==> config.mk <==
export PLATFORM = sky130hd
export DESIGN_NAME = cache_entry_ctrl
export DESIGN_NICKNAME = d
export VERILOG_FILES = /design/src/rtl/cache_pkg.sv /design/src/rtl/cache_word_merge.sv /design/src/rtl/cache_entry_ctrl.sv
export SDC_FILE = /design/constraint.sdc
export NUM_CORES = 1
export LEC_CHECK = 0
export ABC_CLOCK_PERIOD_IN_PS = 15200
export CAP_MARGIN = 5
export CORE_AREA = 2 2 145 147
export DETAILED_ROUTE_END_ITERATION = 7
export DIE_AREA = 0 0 147 149
export PLACE_DENSITY_LB_ADDON = 0.08
export SLEW_MARGIN = 0
export SYNTH_ARGS = -nofsm -noshare
export SYNTH_HDL_FRONTEND = slang
export SYNTH_SLANG_ARGS = --single-unit
==> constraint.sdc <==
create_clock -name clock -period 15.2 [get_ports clock]
set_input_delay 2.28 -clock clock [delete_from_list [all_inputs] [get_ports clock]]
set_output_delay 2.28 -clock clock [all_outputs]
set_load 0.005 [all_outputs]
==> src/rtl/cache_pkg.sv <==
// Shared types and geometry for the direct-mapped write-back cache controller.
package cache_pkg;

    localparam int ENTRIES  = 128;
    localparam int INDEX_W  = 7;
    localparam int OFFSET_W = 2;
    localparam int TAG_W    = 11;
    localparam int ADDR_W   = TAG_W + INDEX_W + OFFSET_W;
    localparam int WORD_W   = 16;
    localparam int LINE_W   = 64;
    localparam int ENTRY_W  = 2 + TAG_W + LINE_W;

    typedef struct packed {
        logic              valid;
        logic              dirty;
        logic [TAG_W-1:0]  tag;
        logic [LINE_W-1:0] line;
    } entry_t;

    typedef enum logic [2:0] {
        INIT,
        IDLE,
        CHECK,
        EVICT,
        FILL,
        FILL_WAIT
    } state_t;

endpackage

==> src/rtl/cache_word_merge.sv <==
// Selects one 16-bit word from a cache line and produces the line with a
// replacement word merged in at the same offset.
module cache_word_merge
    import cache_pkg::*;
(
    input  logic [LINE_W-1:0]   line,
    input  logic [OFFSET_W-1:0] offset,
    input  logic [WORD_W-1:0]   word,
    output logic [WORD_W-1:0]   sel_word,
    output logic [LINE_W-1:0]   merged_line
);

    logic [5:0] bit_base;

    assign bit_base = {offset, 4'b0000};

    always_comb begin
        sel_word    = line[bit_base +: WORD_W];
        merged_line = line;
        merged_line[bit_base +: WORD_W] = word;
    end

endmodule

==> src/rtl/cache_entry_ctrl.sv <==
// Direct-mapped write-back cache controller: clears the entry RAM after reset,
// serves hits, writes back dirty victims and fills lines on a miss.
//
// state     | meaning
// ----------+----------------------------------------------------------
// INIT      | sweep: write zero entry to one index per cycle
// IDLE      | accept a word request, launch entry RAM read
// CHECK     | entry RAM data present: hit service or miss dispatch
// EVICT     | write dirty victim line to backing memory
// FILL      | issue line read to backing memory
// FILL_WAIT | wait for fill data, install entry, answer reads
module cache_entry_ctrl
    import cache_pkg::*;
(
    input  logic                     clock,
    input  logic                     reset,
    input  logic                     in_rd,
    input  logic                     in_wr,
    input  logic [ADDR_W-1:0]        in_addr,
    input  logic [WORD_W-1:0]        in_din,
    output logic                     in_wait,
    output logic                     in_valid,
    output logic [WORD_W-1:0]        in_dout,
    output logic                     out_rd,
    output logic                     out_wr,
    output logic [TAG_W+INDEX_W-1:0] out_addr,
    output logic [LINE_W-1:0]        out_din,
    input  logic                     out_waitReq,
    input  logic                     out_valid,
    input  logic [LINE_W-1:0]        out_dout,
    output logic [INDEX_W-1:0]       mem_rd_addr,
    output logic                     mem_rd_en,
    input  logic [ENTRY_W-1:0]       mem_rd_data,
    output logic [INDEX_W-1:0]       mem_wr_addr,
    output logic                     mem_wr_en,
    output logic [ENTRY_W-1:0]       mem_wr_data
);

    state_t state, state_nxt;

    logic [INDEX_W-1:0]  sweep_idx;
    logic [TAG_W-1:0]    req_tag;
    logic [INDEX_W-1:0]  req_idx;
    logic [OFFSET_W-1:0] req_off;
    logic [WORD_W-1:0]   req_din;
    logic                req_wr;
    logic [TAG_W-1:0]    vic_tag;
    logic [LINE_W-1:0]   vic_line;

    entry_t            rd_entry;
    logic              hit;
    logic              accept;
    logic [LINE_W-1:0] mrg_src;
    logic [LINE_W-1:0] mrg_line;
    logic [WORD_W-1:0] mrg_word;

    assign rd_entry = entry_t'(mem_rd_data);
    assign hit      = rd_entry.valid && (rd_entry.tag == req_tag);
    assign accept   = (state == IDLE) && (in_rd || in_wr);
    assign mrg_src  = (state == FILL_WAIT) ? out_dout : rd_entry.line;

    cache_word_merge u_merge (
        .line        (mrg_src),
        .offset      (req_off),
        .word        (req_din),
        .sel_word    (mrg_word),
        .merged_line (mrg_line)
    );

    always_ff @(posedge clock) begin
        if (reset) begin
            state     <= INIT;
            sweep_idx <= '0;
        end else begin
            state <= state_nxt;
            if (state == INIT) begin
                sweep_idx <= sweep_idx + INDEX_W'(1);
            end
        end
    end

    // Request and victim capture carry no reset; they are only consumed after
    // an accept / CHECK has loaded them.
    always_ff @(posedge clock) begin
        if (accept) begin
            req_tag <= in_addr[ADDR_W-1 -: TAG_W];
            req_idx <= in_addr[OFFSET_W +: INDEX_W];
            req_off <= in_addr[OFFSET_W-1:0];
            req_din <= in_din;
            req_wr  <= in_wr;
        end
        if (state == CHECK) begin
            vic_tag  <= rd_entry.tag;
            vic_line <= rd_entry.line;
        end
    end

    always_comb begin
        state_nxt   = state;
        in_wait     = 1'b1;
        in_valid    = 1'b0;
        in_dout     = mrg_word;
        out_rd      = 1'b0;
        out_wr      = 1'b0;
        out_addr    = {req_tag, req_idx};
        out_din     = vic_line;
        mem_rd_en   = 1'b0;
        mem_rd_addr = in_addr[OFFSET_W +: INDEX_W];
        mem_wr_en   = 1'b0;
        mem_wr_addr = req_idx;
        mem_wr_data = '0;
        // Strobes are held low while reset is asserted; an abandoned backing
        // command is simply dropped.
        if (!reset) begin
            unique case (state)
                INIT: begin
                    mem_wr_en   = 1'b1;
                    mem_wr_addr = sweep_idx;
                    if (sweep_idx == INDEX_W'(ENTRIES - 1)) begin
                        state_nxt = IDLE;
                    end
                end
                IDLE: begin
                    in_wait = 1'b0;
                    if (accept) begin
                        mem_rd_en = 1'b1;
                        state_nxt = CHECK;
                    end
                end
                CHECK: begin
                    if (hit) begin
                        if (req_wr) begin
                            mem_wr_en   = 1'b1;
                            mem_wr_data = {1'b1, 1'b1, req_tag, mrg_line};
                        end else begin
                            in_valid = 1'b1;
                        end
                        state_nxt = IDLE;
                    end else if (rd_entry.valid && rd_entry.dirty) begin
                        state_nxt = EVICT;
                    end else begin
                        state_nxt = FILL;
                    end
                end
                EVICT: begin
                    out_wr   = 1'b1;
                    out_addr = {vic_tag, req_idx};
                    if (!out_waitReq) begin
                        state_nxt = FILL;
                    end
                end
                FILL: begin
                    out_rd = 1'b1;
                    if (!out_waitReq) begin
                        state_nxt = FILL_WAIT;
                    end
                end
                FILL_WAIT: begin
                    if (out_valid) begin
                        mem_wr_en   = 1'b1;
                        mem_wr_data = {1'b1, req_wr, req_tag,
                                       req_wr ? mrg_line : out_dout};
                        in_valid    = !req_wr;
                        state_nxt   = IDLE;
                    end
                end
                default: state_nxt = INIT;
            endcase
        end
    end

endmodule
==> results of run 1 <==
## worst max-delay path by stage
stage                                 end  cells past startpoint  slack [ns]                   from
after global placement    mem_wr_data[47]                      7        7.62                  reset
after global routing      mem_wr_data[47]                      7        7.36                  reset
after detailed placement  mem_wr_data[47]                      7        7.58                  reset
after CTS                 mem_wr_data[47]                      7        7.56                  reset
final                     mem_wr_data[47]                      7        7.56                  reset
after floorplan                  in_valid                      6        8.36  state[0]$_SDFFE_PP0P_
## worst max-delay path, cell delays in order
cell	delay [ns]
clkdlybuf4s50_1	0.77
nor4_2	0.39
nand4_1	0.24
o21ai_4	0.18
buf_4	0.63
a22o_1	0.29
clkdlybuf4s50_1	0.51
## area by class of cell
class / count / area, um2 / area share (%)
Timing Repair Buffer: 387 / 3850 / 32.5
Sequential cell: 122 / 3560 / 30.1
Clock inverter: 12 / 171 / 1.45
Inverter: 5 / 18.8 / 0.158
Tap cell: 275 / 344 / 2.90
Multi-Input combinational cell: 498 / 3440 / 29.1
Clock buffer: 20 / 457 / 3.85
## synthesized netlist by cell type (2+ instances only)
cell	instances
buf_4	15
a21oi_1	37
nor4b_1	2
xor2_1	15
and2_1	12
and4_1	2
nor2_1	16
buf_2	23
inv_1	3
dfxtp_1	10
ha_1	6
nand2_1	87
xnor2_1	2
mux2_2	18
o21ai_0	66
a22o_1	64
a211oi_1	32
mux2i_1	33
o21ai_1	3
inv_2	2
a211o_1	32
buf_6	7
and3_1	33
nand3_1	4
a31oi_1	2
clkbuf_1	19
edfxtp_1	112
nor4_1	4
nor3_1	4
nand4_1	2
## state kept, by name (all words and copies together), names as in the netlist
register and cells:
req_tag 11, req_din 16, req_idx 7, req_off 2, out_din 64, state 3, sweep_idx 7, vic_tag 11
req_wr 1
## logic make-up after synthesis
group	share of synthesized area, %
simple gates	13.1
xor+xnor	2.02
compound gates	22.8
fa+ha+maj	1.02
mux	7.24
buf+inv	5.39
flops	48.4
## per-layer routing
| metal | vias to the layer above | part of all wire [%] | track usage, % |
|---|---|---|---|
| met5 | - | 0 | 0 |
| li1 | 3342 | - | - |
| met4 | 0 | 3.7 | 11.1 |
| met2 | 381 | 49 | 45.6 |
| met3 | 59 | 8.3 | 6.61 |
| met1 | 3385 | 39 | 32.1 |
## where the power goes
group,switching [mW],total [mW],internal [mW]
sequential,0.000948,0.368,0.367
combinational,0.0298,0.0860,0.0562
clock,0.152,0.434,0.282
total,0.183,0.888,0.705
==> flow_metrics.py, run 1 <==
metrics = {
    "outcome": {
        "status": "complete, no violations",
    },
    "sta": {
        "fin_skew_ns": 0.00842,
        "hold_viol": 0,
        "rsz0062_at_grt": "no",
        "post-route-period-util_pct": 50.2,
        "final_max_slew_viol_count": 0,
        "postLayoutSetupSlackWorst_ns": 7.56,
        "slew_headroom_pct": 25.6,
        "hold_ws_ns": 0.548,
        "setup_tns_ns": 0,
        "setup_viol": 0,
        "period_minus_slack_ns": 7.64,
        "worst_slew_pin_slew_ns": 1.11,
        "max_freq_mhz": 131,
    },
    "cts": {
        "cts_tree": "built",
        "htreeDepth": 4,
        "cts.sinks": 122,
        "post_cts_buffers": 0,
        "cts-root-buf": "clkbuf_16",
        "cts_buffer_depth": 2,
        "path_clk_slew_ns": 0.06,
        "hold_buffers": 0,
        "cts-resized-gates": 0,
        "clock_latency_ns": 0.42,
        "cts-buffers-inserted": 17,
    },
    "power": {
        "p_leak_nw": 4.45,
        "ir_drop_mv": 0.0750,
        "powerDensity_nw_per_um2": 74.9,
        "finalPower_mw": 0.888,
    },
    "cells_and_area": {
        "fin_cells": 1319,
        "fin_util_pct": 57.6,
        "diodes": 0,
        "filler_cell_count": 1763,
        "finalInstanceArea_um2": 11800,
        "layout_commonest_cell": "clkdlybuf4s50_1",
        "drive_gt1_share_pct": 7.38,
        "layout_common_cells": "clkdlybuf4s50_1, edfxtp_1, nand2_1",
        "finalNetCount": 1220,
        "area_growth_pct": 60.9,
    },
    "logic_synthesis": {
        "syn_area_um2": 7360,
        "ys_seq_area_share_pct": 48.4,
        "synth_ff_type": "edfxtp_1",
        "synth-edff-count": 112,
        "postSynthAreaPerCell_um2": 10.7,
        "synthArstFlopShare_pct": 0,
        "yosys-top-cells-area": "edfxtp_1, a22o_1, mux2i_1",
        "ys_ff_latch": 122,
        "synth_nets": 878,
        "yosysTopAreaCellShare_pct": 45.7,
        "synth_cell_types": 52,
        "synth_area_leader_cell": "edfxtp_1",
        "yosysWarningCount": 0,
        "synthCells": 689,
    },
    "hold_path": {
        "min_path_cells": 2,
        "holdCritPathClass": "register to register",
        "hp-start": "sweep_idx[5]$_SDFFE_PP0P_",
        "hold_path_end": "sweep_idx[5]$_SDFFE_PP0P_",
    },
    "routing": {
        "ant_nets": 0,
        "drtIter0Drc": 343,
        "drc": 0,
        "drt-pass1-iter-count": 5,
        "routed_wl_mm": 29.7,
        "via_per_inst": 5.43,
        "dr_total_vias": 7167,
        "wl_per_cell_um": 22.5,
    },
    "global_route": {
        "grt_max_degree": 77,
        "antenna_found_initial": 0,
        "grt_pass1_wl_mm": 43.5,
        "grt_use_total_pct": 26.6,
        "grt_pass1_vias": 7153,
        "grt-ovfl-total": 0,
    },
    "placed_design": {
        "dp_cells": 1287,
        "gp_congestion": 0.842,
        "placed_cell_area_um2": 11200,
        "port_buffers": 377,
        "hpwl_mm": 21.6,
        "dp_slack_ns": 7.58,
    },
    "worst_setup_path": {
        "critPathRequiredTime_ns": 12.92,
        "worstSetupPathType": "primary input to output pin",
        "rrSetupSlack_ns": 12.98,
        "critPathLaunchType": "primary input",
        "reg2reg_depth": 4,
        "r2r-start": "state[1]$_SDFFE_PP0P_",
        "path_max_fanout": 58,
        "regToRegEndpoint": "req_din[5]$_DFFE_PP_",
        "crit_arrival_ns": 5.36,
        "crit_path_end_kind": "output pin",
    },
    "floorplan": {
        "coreArea_um2": 20600,
        "start_util_pct": 35.8,
        "dieArea_um2": 21900,
        "pin_count": 378,
        "die_height_um": 149,
        "die_x_um": 147,
        "rows": 53,
    },
    "flow_run": {
        "cap_violations": 0,
    },
}
(Power assumes the default switching activity.)
==> run 2: changes to the inputs <==
ABC_CLOCK_PERIOD_IN_PS = 6250   (was 15200)
CORE_AREA = 2 2 149 151   (was 2 2 145 147)
DIE_AREA = 0 0 151 153   (was 0 0 147 149)
clock period = 6.25 ns   (was 15.2 ns; I/O delays follow)
==> run 2 against run 1 <==
Net effect: setup slack got worse by 6.6 ns; clock power up 130%; global-route usage about the same; sequential cell count did not move; first-iteration DRC count up 58%; non-clock buffer count shrank 1; via count grew 0.80%; sequential share of layout area grew 0.11 points; count of clock-buffer cells in the layout is 3 lower; final cell count grew 0.45%.
==> flow_metrics.py, run 2 (synthesized netlist as in run 1, its figures left out) <==
metrics = {
    "sta": {
        "post-route-period-util_pct": 83.8,
        "final_max_slew_viol_count": 0,
        "slew_headroom_pct": 22.8,
        "rsz0062_at_grt": "no",
        "hold_viol": 0,
        "setup_viol": 0,
        "worst_slew_pin_slew_ns": 1.15,
        "period_minus_slack_ns": 5.24,
        "max_freq_mhz": 191,
        "setup_tns_ns": 0,
        "fin_skew_ns": 0.00900,
    },
    "cells_and_area": {
        "largest_register_ffs": 64,
        "filler_cell_count": 1940,
        "fin_cells": 1325,
        "area_growth_pct": 60.4,
        "finalNetCount": 1219,
        "layout_common_cells": "clkdlybuf4s50_1, edfxtp_1, nand2_1",
        "layout_commonest_cell": "clkdlybuf4s50_1",
        "drive_gt1_share_pct": 7.29,
    },
    "routing": {
        "ant_nets": 0,
        "wl_per_cell_um": 24.0,
        "routed_wl_mm": 31.8,
        "dr_total_vias": 7224,
        "drc": 0,
        "drt-pass1-iter-count": 5,
        "via_per_inst": 5.45,
        "drtIter0Drc": 543,
    },
    "power": {
        "powerDensity_nw_per_um2": 179,
        "p_leak_nw": 4.42,
        "ir_drop_mv": 0.180,
        "finalPower_mw": 2.12,
    },
    "cts": {
        "cts-root-buf": "clkbuf_16",
        "htreeDepth": 4,
        "cts.sinks": 122,
        "clock_latency_ns": 0.43,
        "path_clk_slew_ns": 0.06,
        "cts-resized-gates": 0,
        "cts-buffers-inserted": 17,
        "hold_buffers": 0,
        "cts_tree": "built",
        "post_cts_buffers": 0,
        "cts_buffer_depth": 2,
    },
    "worst_setup_path": {
        "worstSetupPathType": "register to output pin",
        "critPathRequiredTime_ns": 5.31,
        "rrSetupSlack_ns": 3.99,
        "regToRegEndpoint": "out_din[18]$_DFFE_PP_",
        "crit_path_end_kind": "output pin",
        "critPathLaunchType": "register",
        "crit_arrival_ns": 4.30,
        "crit_start": "req_off[0]$_DFFE_PP_",
        "crit_path_end": "mem_wr_data[5]",
        "path_max_fanout": 21,
        "reg2reg_depth": 3,
        "r2r-start": "state[1]$_SDFFE_PP0P_",
    },
    "flow_run": {
        "cap_violations": 0,
    },
    "floorplan": {
        "coreArea_um2": 21500,
        "start_util_pct": 34.3,
        "pin_count": 378,
        "die_height_um": 153,
        "die_x_um": 151,
        "dieArea_um2": 23100,
        "rows": 54,
    },
    "placed_design": {
        "gp_congestion": 0.874,
        "port_buffers": 377,
        "dp_cells": 1291,
        "hpwl_mm": 23.6,
    },
    "global_route": {
        "grt_max_degree": 76,
        "grt_use_total_pct": 26.6,
        "grt_pass1_vias": 7184,
        "antenna_found_initial": 3,
        "grt_pass1_wl_mm": 45.0,
        "grt-ovfl-total": 0,
    },
    "hold_path": {
        "holdCritPathClass": "register to register",
    },
    "outcome": {
        "status": "complete, no violations",
    },
}
## run 2: cell count changes in the layout (fill, tap and decap cells not counted), moves of 2 or more
cell and change:
inv_6 +4, bufinv_16 -2, clkbuf_8 -2, clkinv_4 +3, diode_2 +2, clkinv_2 -3
## run 2: critical path: stages (launching register included)
cell	delay (ns)
edfxtp_1	0.71
inv_2	0.46
ha_1	0.63
nor3b_2	1.02
nand2_1	0.11
o21ai_0	0.21
a22o_1	0.21
clkdlybuf4s50_1	0.51
## run 2: per-stage QoR
step	worst slack [ns]	util, %	instance area (um2)	hold slack (ns)
finish	1.01	54.9	11800	0.547
global route	0.824	54.9	11800	0.566
floorplan	0.755	-	7360	0.488
detailed placement	1.21	52.2	11200	0.540
global placement	1.26	52.2	11200	0.526
CTS	1.05	54.9	11800	0.552
## run 2: worst min path at each step
| stage | from | endpoint | slack, ns | cells after the start |
|---|---|---|---|---|
| final | sweep_idx[1]$_SDFFE_PP0P_ | sweep_idx[1]$_SDFFE_PP0P_ | 0.55 | 2 |
| after global routing | sweep_idx[1]$_SDFFE_PP0P_ | sweep_idx[1]$_SDFFE_PP0P_ | 0.57 | 2 |
| after CTS | sweep_idx[1]$_SDFFE_PP0P_ | sweep_idx[1]$_SDFFE_PP0P_ | 0.55 | 2 |
| after detailed placement | sweep_idx[5]$_SDFFE_PP0P_ | sweep_idx[5]$_SDFFE_PP0P_ | 0.54 | 2 |
| after global placement | sweep_idx[6]$_SDFFE_PP0P_ | sweep_idx[6]$_SDFFE_PP0P_ | 0.53 | 2 |
| after floorplan | sweep_idx[5]$_SDFFE_PP0P_ | sweep_idx[5]$_SDFFE_PP0P_ | 0.49 | 2 |
## run 2: where the power goes
part           switching (mW)  leakage [nW]  total [mW]  internal (mW)
logic                  0.0778          3.05       0.215          0.137
registers             0.00225          1.09       0.893          0.891
clock network           0.416         0.284        1.01          0.594
## run 2: final cells by class
class / instances / area (um2) / share of cell area, %
Timing Repair Buffer: 386 / 3840 / 32.5
Sequential cell: 122 / 3560 / 30.2
Multi-Input combinational cell: 498 / 3440 / 29.1
Clock buffer: 17 / 425 / 3.60
Tap cell: 280 / 350 / 2.97
Clock inverter: 15 / 165 / 1.40
Inverter: 5 / 18.8 / 0.159
Antenna cell: 2 / 5.00 / 0.0424
## run 2: layer usage
metal / GRT usage, % / up-vias / wire [um]
li1: - / 3344 / -
met1: 32.4 / 3429 / 12200
met2: 43.9 / 399 / 15400
met3: 7.85 / 50 / 3170
met4: 10.6 / 2 / 963
met5: 0 / - / 12
==> run 3: changes to the inputs <==
ABC_CLOCK_PERIOD_IN_PS = 5300   (was 6250)
CORE_AREA = 2 2 145 147   (was 2 2 149 151)
DIE_AREA = 0 0 147 149   (was 0 0 151 153)
clock period = 5.3 ns   (was 6.25 ns; I/O delays follow)
==> run 3 against run 2 <==
Net effect: core utilization increased by 2.8 points; total power grew 18%; register-to-register slack lost 0.89 ns; clock power increased by 19%; non-clock buffer count increased by 5; count of clock-buffer cells in the layout unchanged; routed wire length is 7.0% lower; sequential share of layout area down 0.18 points; final cell count is 0.15% lower; die area down 5.2%; sequential cell count is the same; highest routed layer is now met4.
==> flow_metrics.py, run 3 (synthesized netlist as in run 1, its figures left out) <==
metrics = {
    "cells_and_area": {
        "multi_input_area_um2": 3440,
        "seq_area_um2": 3560,
        "finalNetCount": 1224,
        "drive_gt1_share_pct": 7.63,
        "layout_commonest_cell": "clkdlybuf4s50_1",
        "diodes": 0,
        "filler_cell_count": 1806,
        "area_growth_pct": 61.3,
        "layout_common_cells": "clkdlybuf4s50_1, edfxtp_1, nand2_1",
        "largest_register_ffs": 64,
    },
    "worst_setup_path": {
        "worstSetupPathType": "register to output pin",
        "crit_path_end": "mem_wr_data[22]",
        "path_cells": "buf_4, inv_2, ha_1, nand2_1, nor3_2, nand2_1, o21ai_0, a22o_1, clkdlybuf4s50_1",
        "path_buf_inv": 3,
        "crit_path_end_kind": "output pin",
        "crit_start": "req_off[0]$_DFFE_PP_",
        "critPathLaunchType": "register",
        "r2r-start": "state[1]$_SDFFE_PP0P_",
        "crit_top_cell": "nand2_1",
        "path_max_fanout": 21,
        "cp_num_cells": 9,
        "rrSetupSlack_ns": 3.10,
        "critPathRequiredTime_ns": 4.51,
        "reg2reg_depth": 3,
        "regToRegEndpoint": "out_din[21]$_DFFE_PP_",
        "cpPeakStageDelay_ns": 0.92,
        "slowest_stage": "nor3_2",
        "critical_path.top_delay_family": "simple AND/OR/NAND/NOR gates",
        "crit_arrival_ns": 3.77,
    },
    "cts": {
        "path_clk_slew_ns": 0.06,
        "cts-buffers-inserted": 17,
        "cts.sinks": 122,
        "cts_buffer_depth": 2,
        "hold_buffers": 0,
        "cts-root-buf": "clkbuf_16",
        "clock_latency_ns": 0.42,
        "cts_tree": "built",
        "htreeDepth": 4,
        "post_cts_buffers": 0,
        "cts-resized-gates": 0,
    },
    "floorplan": {
        "pin_count": 378,
        "rows": 53,
        "die_x_um": 147,
        "dieArea_um2": 21900,
        "start_util_pct": 35.8,
        "die_height_um": 149,
        "coreArea_um2": 20600,
    },
    "routing": {
        "wl_per_cell_um": 22.3,
        "drt-pass1-iter-count": 5,
        "ant_nets": 0,
        "dr_total_vias": 7106,
        "routed_wl_mm": 29.5,
        "drc": 0,
        "drtIter0Drc": 391,
        "via_per_inst": 5.37,
    },
    "global_route": {
        "grt_pass1_wl_mm": 43.3,
        "grt_pass1_vias": 6989,
        "grt_max_degree": 76,
        "grt-ovfl-total": 0,
        "antenna_found_initial": 0,
        "grt_use_total_pct": 26.3,
    },
    "placed_design": {
        "gp_congestion": 0.866,
        "hpwl_mm": 21.8,
        "port_buffers": 377,
    },
    "hold_path": {
        "holdCritPathClass": "register to register",
    },
    "power": {
        "ir_drop_mv": 0.219,
        "powerDensity_nw_per_um2": 210,
        "p_leak_nw": 4.46,
        "finalPower_mw": 2.50,
    },
    "sta": {
        "max_freq_mhz": 219,
        "worst_slew_pin_slew_ns": 1.20,
        "fin_skew_ns": 0.00953,
        "final_max_slew_viol_count": 0,
        "hold_viol": 0,
        "setup_viol": 0,
        "period_minus_slack_ns": 4.56,
        "setup_tns_ns": 0,
        "slew_headroom_pct": 19.8,
        "rsz0062_at_grt": "no",
        "post-route-period-util_pct": 86.1,
    },
    "flow_run": {
        "cap_violations": 0,
    },
    "outcome": {
        "status": "complete, no violations",
    },
}
==> run 3: cell count changes in the layout (fill, tap and decap cells not counted), sizes merged <==
cell	before	now
buf	9	14
bufinv	2	3
clkinv	6	8
diode	2	0
inv	10	7
==> run 3: area by class of cell <==
cell class	count	share of cell area, %
repair buffers	391	32.9
flip-flops and latches	122	30.0
multi-input cells	498	29.0
clock buffers	17	3.58
well taps	275	2.90
clock inverters	15	1.47
inverters	5	0.158
==> run 3: routing by layer <==
metal | up-vias | part of all wire (%) | GRT usage [%]
met2 | 341 | 51 | 46.4
met3 | 44 | 7.7 | 7.16
met5 | - | 0 | 0
li1 | 3350 | - | -
met4 | 0 | 2.9 | 9.42
met1 | 3371 | 39 | 30.8
==> run 3: worst min-delay path, cell delays in order (launching register included) <==
cell	delay, ns
dfxtp_1	0.35
xor2_1	0.08
nor2_1	0.07
==> run 3: report_power, final <==
part,leakage (nW),internal [mW],switching [mW]
Clock,0.289,0.739,0.457
Sequential,1.09,1.05,0.00244
Combinational,3.08,0.162,0.0876
Total,4.46,1.95,0.547
==> run 3: worst min path at each step <==
stage / end / from / cells past startpoint / slack, ns
after floorplan: sweep_idx[5]$_SDFFE_PP0P_ / sweep_idx[5]$_SDFFE_PP0P_ / 2 / 0.49
after global placement: sweep_idx[6]$_SDFFE_PP0P_ / sweep_idx[6]$_SDFFE_PP0P_ / 2 / 0.52
after detailed placement: sweep_idx[5]$_SDFFE_PP0P_ / sweep_idx[5]$_SDFFE_PP0P_ / 2 / 0.53
after CTS: sweep_idx[5]$_SDFFE_PP0P_ / sweep_idx[5]$_SDFFE_PP0P_ / 2 / 0.55
after global routing: sweep_idx[5]$_SDFFE_PP0P_ / sweep_idx[5]$_SDFFE_PP0P_ / 2 / 0.57
final: sweep_idx[5]$_SDFFE_PP0P_ / sweep_idx[5]$_SDFFE_PP0P_ / 2 / 0.53
==> run 3: stage by stage <==
step | setup slack (ns) | instances | util, % | instance area [um2] | hold slack (ns)
after floorplan | 1.25 | 689 | - | 7360 | 0.488
after global placement | 1.07 | 1291 | 54.9 | 11300 | 0.520
after detailed placement | 1.04 | 1291 | 54.9 | 11300 | 0.530
after CTS | 0.708 | 1323 | 57.8 | 11900 | 0.546
after global routing | 0.483 | 1323 | 57.8 | 11900 | 0.572
final | 0.736 | 1323 | 57.8 | 11900 | 0.533
